$ cat src/rtl/cdb_arbiter.sv
// Result-bus arbiter: queues ALU and LSB completions in per-source FIFOs and
// drives one registered common data bus with round-robin arbitration.
module cdb_arbiter #(
  parameter int ROB_ID_W   = 4,
  parameter int FIFO_DEPTH = 4
) (
  input  logic                clk,
  input  logic                rst,
  input  logic                rdy,
  input  logic                flush,
  input  logic                alu_valid,
  input  logic [31:0]         alu_value,
  input  logic [ROB_ID_W-1:0] alu_robid,
  input  logic [31:0]         alu_topc,
  output logic                alu_ready,
  input  logic                lsb_valid,
  input  logic [31:0]         lsb_value,
  input  logic [ROB_ID_W-1:0] lsb_robid,
  output logic                lsb_ready,
  output logic                cdb_valid,
  output logic [31:0]         cdb_value,
  output logic [ROB_ID_W-1:0] cdb_robid,
  output logic [31:0]         cdb_topc,
  output logic                cdb_src,
  output logic                err_overflow
);

  localparam int PTR_W = $clog2(FIFO_DEPTH);
  localparam int CNT_W = PTR_W + 1;
  localparam logic [CNT_W-1:0] DEPTH_C = CNT_W'(FIFO_DEPTH);
  localparam logic [PTR_W-1:0] PTR_ONE = PTR_W'(1);
  localparam logic [CNT_W-1:0] CNT_ONE = CNT_W'(1);
  localparam logic SRC_ALU = 1'b0;
  localparam logic SRC_LSB = 1'b1;
  localparam logic [31:0] SEQ_PC = 32'hFFFF_FFFF;

  typedef struct packed {
    logic [31:0]         value;
    logic [ROB_ID_W-1:0] robid;
    logic [31:0]         topc;
  } alu_entry_t;

  typedef struct packed {
    logic [31:0]         value;
    logic [ROB_ID_W-1:0] robid;
  } lsb_entry_t;

  alu_entry_t alu_mem [FIFO_DEPTH];
  lsb_entry_t lsb_mem [FIFO_DEPTH];

  logic [PTR_W-1:0] alu_head, alu_tail, lsb_head, lsb_tail;
  logic [CNT_W-1:0] alu_count, lsb_count;
  logic             last_grant;

  logic advance;
  logic alu_push, lsb_push, alu_pop, lsb_pop;
  logic grant_alu, grant_lsb;
  logic overflow_now;

  // Handshake: an input is taken on a clk edge only when valid and ready are
  // both high (and the block advances); ready never depends on valid or on a
  // same-cycle pop, so a full FIFO refuses input for the whole cycle.
  assign alu_ready = (alu_count < DEPTH_C);
  assign lsb_ready = (lsb_count < DEPTH_C);

  always_comb begin
    advance      = rdy && !flush;
    alu_push     = advance && alu_valid && alu_ready;
    lsb_push     = advance && lsb_valid && lsb_ready;
    grant_alu    = (alu_count != '0) && ((lsb_count == '0) || (last_grant == SRC_LSB));
    grant_lsb    = (lsb_count != '0) && !grant_alu;
    alu_pop      = advance && grant_alu;
    lsb_pop      = advance && grant_lsb;
    overflow_now = advance && ((alu_valid && !alu_ready) || (lsb_valid && !lsb_ready));
  end

  // Storage needs no reset: occupancy is tracked entirely by the counters.
  always_ff @(posedge clk) begin
    if (alu_push) alu_mem[alu_tail] <= '{value: alu_value, robid: alu_robid, topc: alu_topc};
    if (lsb_push) lsb_mem[lsb_tail] <= '{value: lsb_value, robid: lsb_robid};
  end

  always_ff @(posedge clk) begin
    if (rst || flush) begin
      alu_head  <= '0;
      alu_tail  <= '0;
      alu_count <= '0;
      lsb_head  <= '0;
      lsb_tail  <= '0;
      lsb_count <= '0;
    end else if (rdy) begin
      if (alu_push) alu_tail <= alu_tail + PTR_ONE;
      if (alu_pop)  alu_head <= alu_head + PTR_ONE;
      if (lsb_push) lsb_tail <= lsb_tail + PTR_ONE;
      if (lsb_pop)  lsb_head <= lsb_head + PTR_ONE;
      case ({alu_push, alu_pop})
        2'b10:   alu_count <= alu_count + CNT_ONE;
        2'b01:   alu_count <= alu_count - CNT_ONE;
        default: alu_count <= alu_count;
      endcase
      case ({lsb_push, lsb_pop})
        2'b10:   lsb_count <= lsb_count + CNT_ONE;
        2'b01:   lsb_count <= lsb_count - CNT_ONE;
        default: lsb_count <= lsb_count;
      endcase
    end
  end

  // Reset leaves last_grant at LSB so the ALU wins the first contention.
  always_ff @(posedge clk) begin
    if (rst) begin
      last_grant   <= SRC_LSB;
      err_overflow <= 1'b0;
      cdb_valid    <= 1'b0;
      cdb_value    <= '0;
      cdb_robid    <= '0;
      cdb_topc     <= SEQ_PC;
      cdb_src      <= SRC_ALU;
    end else if (flush) begin
      cdb_valid <= 1'b0;
    end else if (rdy) begin
      if (overflow_now) err_overflow <= 1'b1;
      if (grant_alu) begin
        last_grant <= SRC_ALU;
        cdb_valid  <= 1'b1;
        cdb_value  <= alu_mem[alu_head].value;
        cdb_robid  <= alu_mem[alu_head].robid;
        cdb_topc   <= alu_mem[alu_head].topc;
        cdb_src    <= SRC_ALU;
      end else if (grant_lsb) begin
        last_grant <= SRC_LSB;
        cdb_valid  <= 1'b1;
        cdb_value  <= lsb_mem[lsb_head].value;
        cdb_robid  <= lsb_mem[lsb_head].robid;
        cdb_topc   <= SEQ_PC;
        cdb_src    <= SRC_LSB;
      end else begin
        cdb_valid <= 1'b0;
      end
    end
  end

endmodule

$ cat config.mk
export PLATFORM = sky130hd
export DESIGN_NAME = cdb_arbiter
export DESIGN_NICKNAME = d
export VERILOG_FILES = /design/src/rtl/cdb_arbiter.sv
export SDC_FILE = /design/constraint.sdc
export NUM_CORES = 1
export LEC_CHECK = 0
export CAP_MARGIN = 20
export CORE_ASPECT_RATIO = 0.5
export CORE_MARGIN = 5
export CORE_UTILIZATION = 50
export DETAILED_ROUTE_END_ITERATION = 7
export PLACE_DENSITY_LB_ADDON = 0.2
export SETUP_SLACK_MARGIN = 0.15
export SYNTH_ARGS = -nofsm -noshare
export SYNTH_HDL_FRONTEND = slang
export SYNTH_SLANG_ARGS = --single-unit
$ cat constraint.sdc
create_clock -name clk -period 8.6 [get_ports clk]
set_input_delay 1.72 -clock clk [delete_from_list [all_inputs] [get_ports clk]]
set_output_delay 1.72 -clock clk [all_outputs]
set_load 0.01 [all_outputs]
==> results.tsv <==
stage	metric	value	unit
critical_path	critPathTopFamily	buffers and inverters	
global_routing	grt_max_degree	105	
critical_path	end_kind	register	
route	via_per_inst	5.58	
yosys	ys_types	39	
clock_network	clk_latency	550	ps
job	maxCapViolCount	0	
floorplanning	rows	50	
finish	fin_nets	1274	
route	firstDrtPassIters	5	
sta	slew_headroom	27.3	%
yosys	synth_largest_area_cell	edfxtp_1	
critical_path	cp-start-kind	input port	
yosys	synthCells	972	
yosys	synth_edf_count	416	
global_routing	grt_pass1_vias	9912	
critical_path	max_stage_delay	680	ps
yosys	ys_top_cells_by_count	edfxtp_1 (416), mux4_2 (104), dfxtp_1 (90)	
critical_path	path_cells	clkdlybuf4s50_1 > nor2b_1 > and3_1 > and2_4 > buf_4	
sta	finalHoldViolCount	0	
clock_network	path_clk_slew	70	ps
finish	multiInputGateArea	4130	sq um
clock_network	cts_tree	yes	
clock_network	hold_buffers	0	
sta	grt_setup_unrepaired	false	
yosys	avgSynthCellArea	19.3	sq um
finish	area_growth	19.7	%
floorplanning	start_util	50.4	%
sta	clock_skew	13.4	ps
sta	tightestPinTransition	1090	ps
sta	final.hold.worst_slack	498	ps
yosys	yosysTopAreaCellShare	66.7	%
yosys	ys_async_sr_fraction	0	%
route	drtIter0Drc	694	
sta	setup_violations	0	
yosys	yosysMostFrequentCell	edfxtp_1	
yosys	ys_seq_area_share	76.3	%
clock_network	root_buffer	clkbuf_16	
clock_network	cts_made_buffers	44	
clock_network	cts_setup_buffers	0	
floorplanning	ios	183	
yosys	ys_warn_count	0	
route	totalWireLength	39000	microns
finish	fill_cells	2650	
finish	drive_gt1_share	16.4	%
critical_path	critPathMaxFanout	47	
clock_network	clockBufferDepth	3	
place	gp_congestion	0.784	
place	hpwl	22200	microns
critical_path	critPathBufInv	2	
sta	fmax	243	MHz
global_routing	grt_pass1_wl	59300	microns
pwr	p_leak	6.98	nW
hold_path	hp-class	register to register	
yosys	syn_area	18700	sq um
yosys	ys.flop_type	edfxtp_1	
clock_network	clock_sinks	506	
global_routing	grt.total_usage	18.5	%
floorplanning	core_area	37200	sq um
floorplanning	design.die.area	41700	sq um
route	vias	9380	
sta	fin_tns_setup	0	ps
critical_path	worstPathRequired	8760	ps
critical_path	worstSetupPathType	input port to register	
route	wire_per_inst	23.2	microns
yosys	netlist_top_cells_area	edfxtp_1 (67%), mux4_2 (13%), dfxtp_1 (9.6%), a311oi_1 (1.7%), nand2_1 (1.5%)	
place	placement.io_buffers	182	
critical_path	critPathArrivalTime	4270	ps
sta	drv_slew	0	
yosys	syn_nets	1094	
route	ant_nets	0	
floorplanning	die_y	147	microns
finish	regArea	14300	sq um
floorplanning	die_width	284	microns
sta	fin_crit_sh	47.8	%
clock_network	cts_max_level	2	
yosys	ys_seq_elements	506	
pwr	ir_drop	0.000127	V
pwr	p_per_area	210	nW/um^2
critical_path	critPathSlowestCell	buf_4	
global_routing	overflow	0	
clock_network	cts_resized	0	
global_routing	antenna_found_initial	1	
route	remaining_drc_errors	0	
sta	period_minus_slack	4110	ps
outcome	outcome	finished clean	
## metrics by stage
| step | std cells | util (%) | cell area [sq um] | power (mW) | setup WS (ps) |
|---|---|---|---|---|---|
| 2_1_floorplan | 972 | - | 18700 | 2.79 | 4160 |
| 3_3_place_gp | 1597 | 56.5 | 21000 | 2.89 | 4010 |
| 3_5_place_dp | 1597 | 56.5 | 21000 | 2.89 | 3950 |
| 4_1_cts | 1677 | 60.1 | 22300 | 4.76 | 4510 |
| 5_1_grt | 1681 | 60.4 | 22400 | 4.87 | 4340 |
| 6_report | 1681 | 60.4 | 22400 | 4.72 | 4490 |
## worst paths after layout
kind | slack (ps) | depth (start not counted) | endpoint | start
worst min-delay path | 500 | 2 | cdb_topc[29] | cdb_topc[29]
worst min register to register | 500 | 2 | cdb_topc[29] | cdb_topc[29]
worst max register to register | 5870 | 10 | alu_count[2] | lsb_count[0]
worst max-delay path | 4490 | 5 | alu_mem[3][42] | rdy
## final cells by class
type	count	share of cell area (%)
diodes	1	0.0112
clock buffers	65	5.62
clock inverters	15	0.457
inverters	15	0.251
multi-input cells	393	18.4
flip-flops and latches	506	63.8
well taps	494	2.76
repair buffers	192	8.70
## flip-flops by register name, indices dropped and copies added, names as in the netlist, named ones only
signal / cells
cdb_robid: 4
cdb_topc: 32
alu_count: 3
lsb_tail: 2
lsb_count: 3
last_grant: 1
lsb_mem: 144
lsb_head: 2
alu_tail: 2
alu_mem: 272
cdb_value: 32
cdb_valid: 1
err_overflow: 1
alu_head: 2
cdb_src: 1
## worst reg2reg max path, cell delays in order (launching register included)
cell and delay, ps:
dfxtp_1 370, nor3_4 530, o211ai_4 460, inv_1 170, ha_1 200, inv_1 70
fa_1 390, xnor2_1 150, nand2_1 80, xnor2_1 160, nor2_1 50
## cells by family after synthesis
group | count (synthesis) | synth area share (%)
AO/OA/AOI/OAI | 84 | 3.55
flip-flops | 506 | 76.3
AND/OR/NAND/NOR | 180 | 4.33
XOR/XNOR | 11 | 0.514
adder cells (fa/ha/maj) | 12 | 0.882
buffers and inverters | 73 | 1.81
multiplexers | 106 | 12.6
## per-layer routing
layer	wire, microns	global-route usage (%)
met1	16300	24.2
met2	20200	32.6
met3	1870	3.58
met4	637	4.54
met5	0	0
## power breakdown
| part | total (mW) | switching [mW] | internal (mW) |
|---|---|---|---|
| Clock | 1.88 | 0.835 | 1.05 |
| Combinational | 0.159 | 0.0783 | 0.0805 |
| Sequential | 2.68 | 0.00858 | 2.67 |
| Total | 4.72 | 0.921 | 3.80 |
## cells in the final DEF (no fill, tap or decap), drive strengths merged, types with 4 or more instances in the layout
cell,instances
ha,10
edfxtp,416
buf,11
clkdlybuf4s50,181
inv,15
a21oi,4
xnor2,9
nor2,55
and2,8
clkbuf,65
dfxtp,90
o22ai,31
clkinv,11
nand2,74
nand2b,32
a311oi,37
mux4,104
Power figures use the tool's default switching activity.
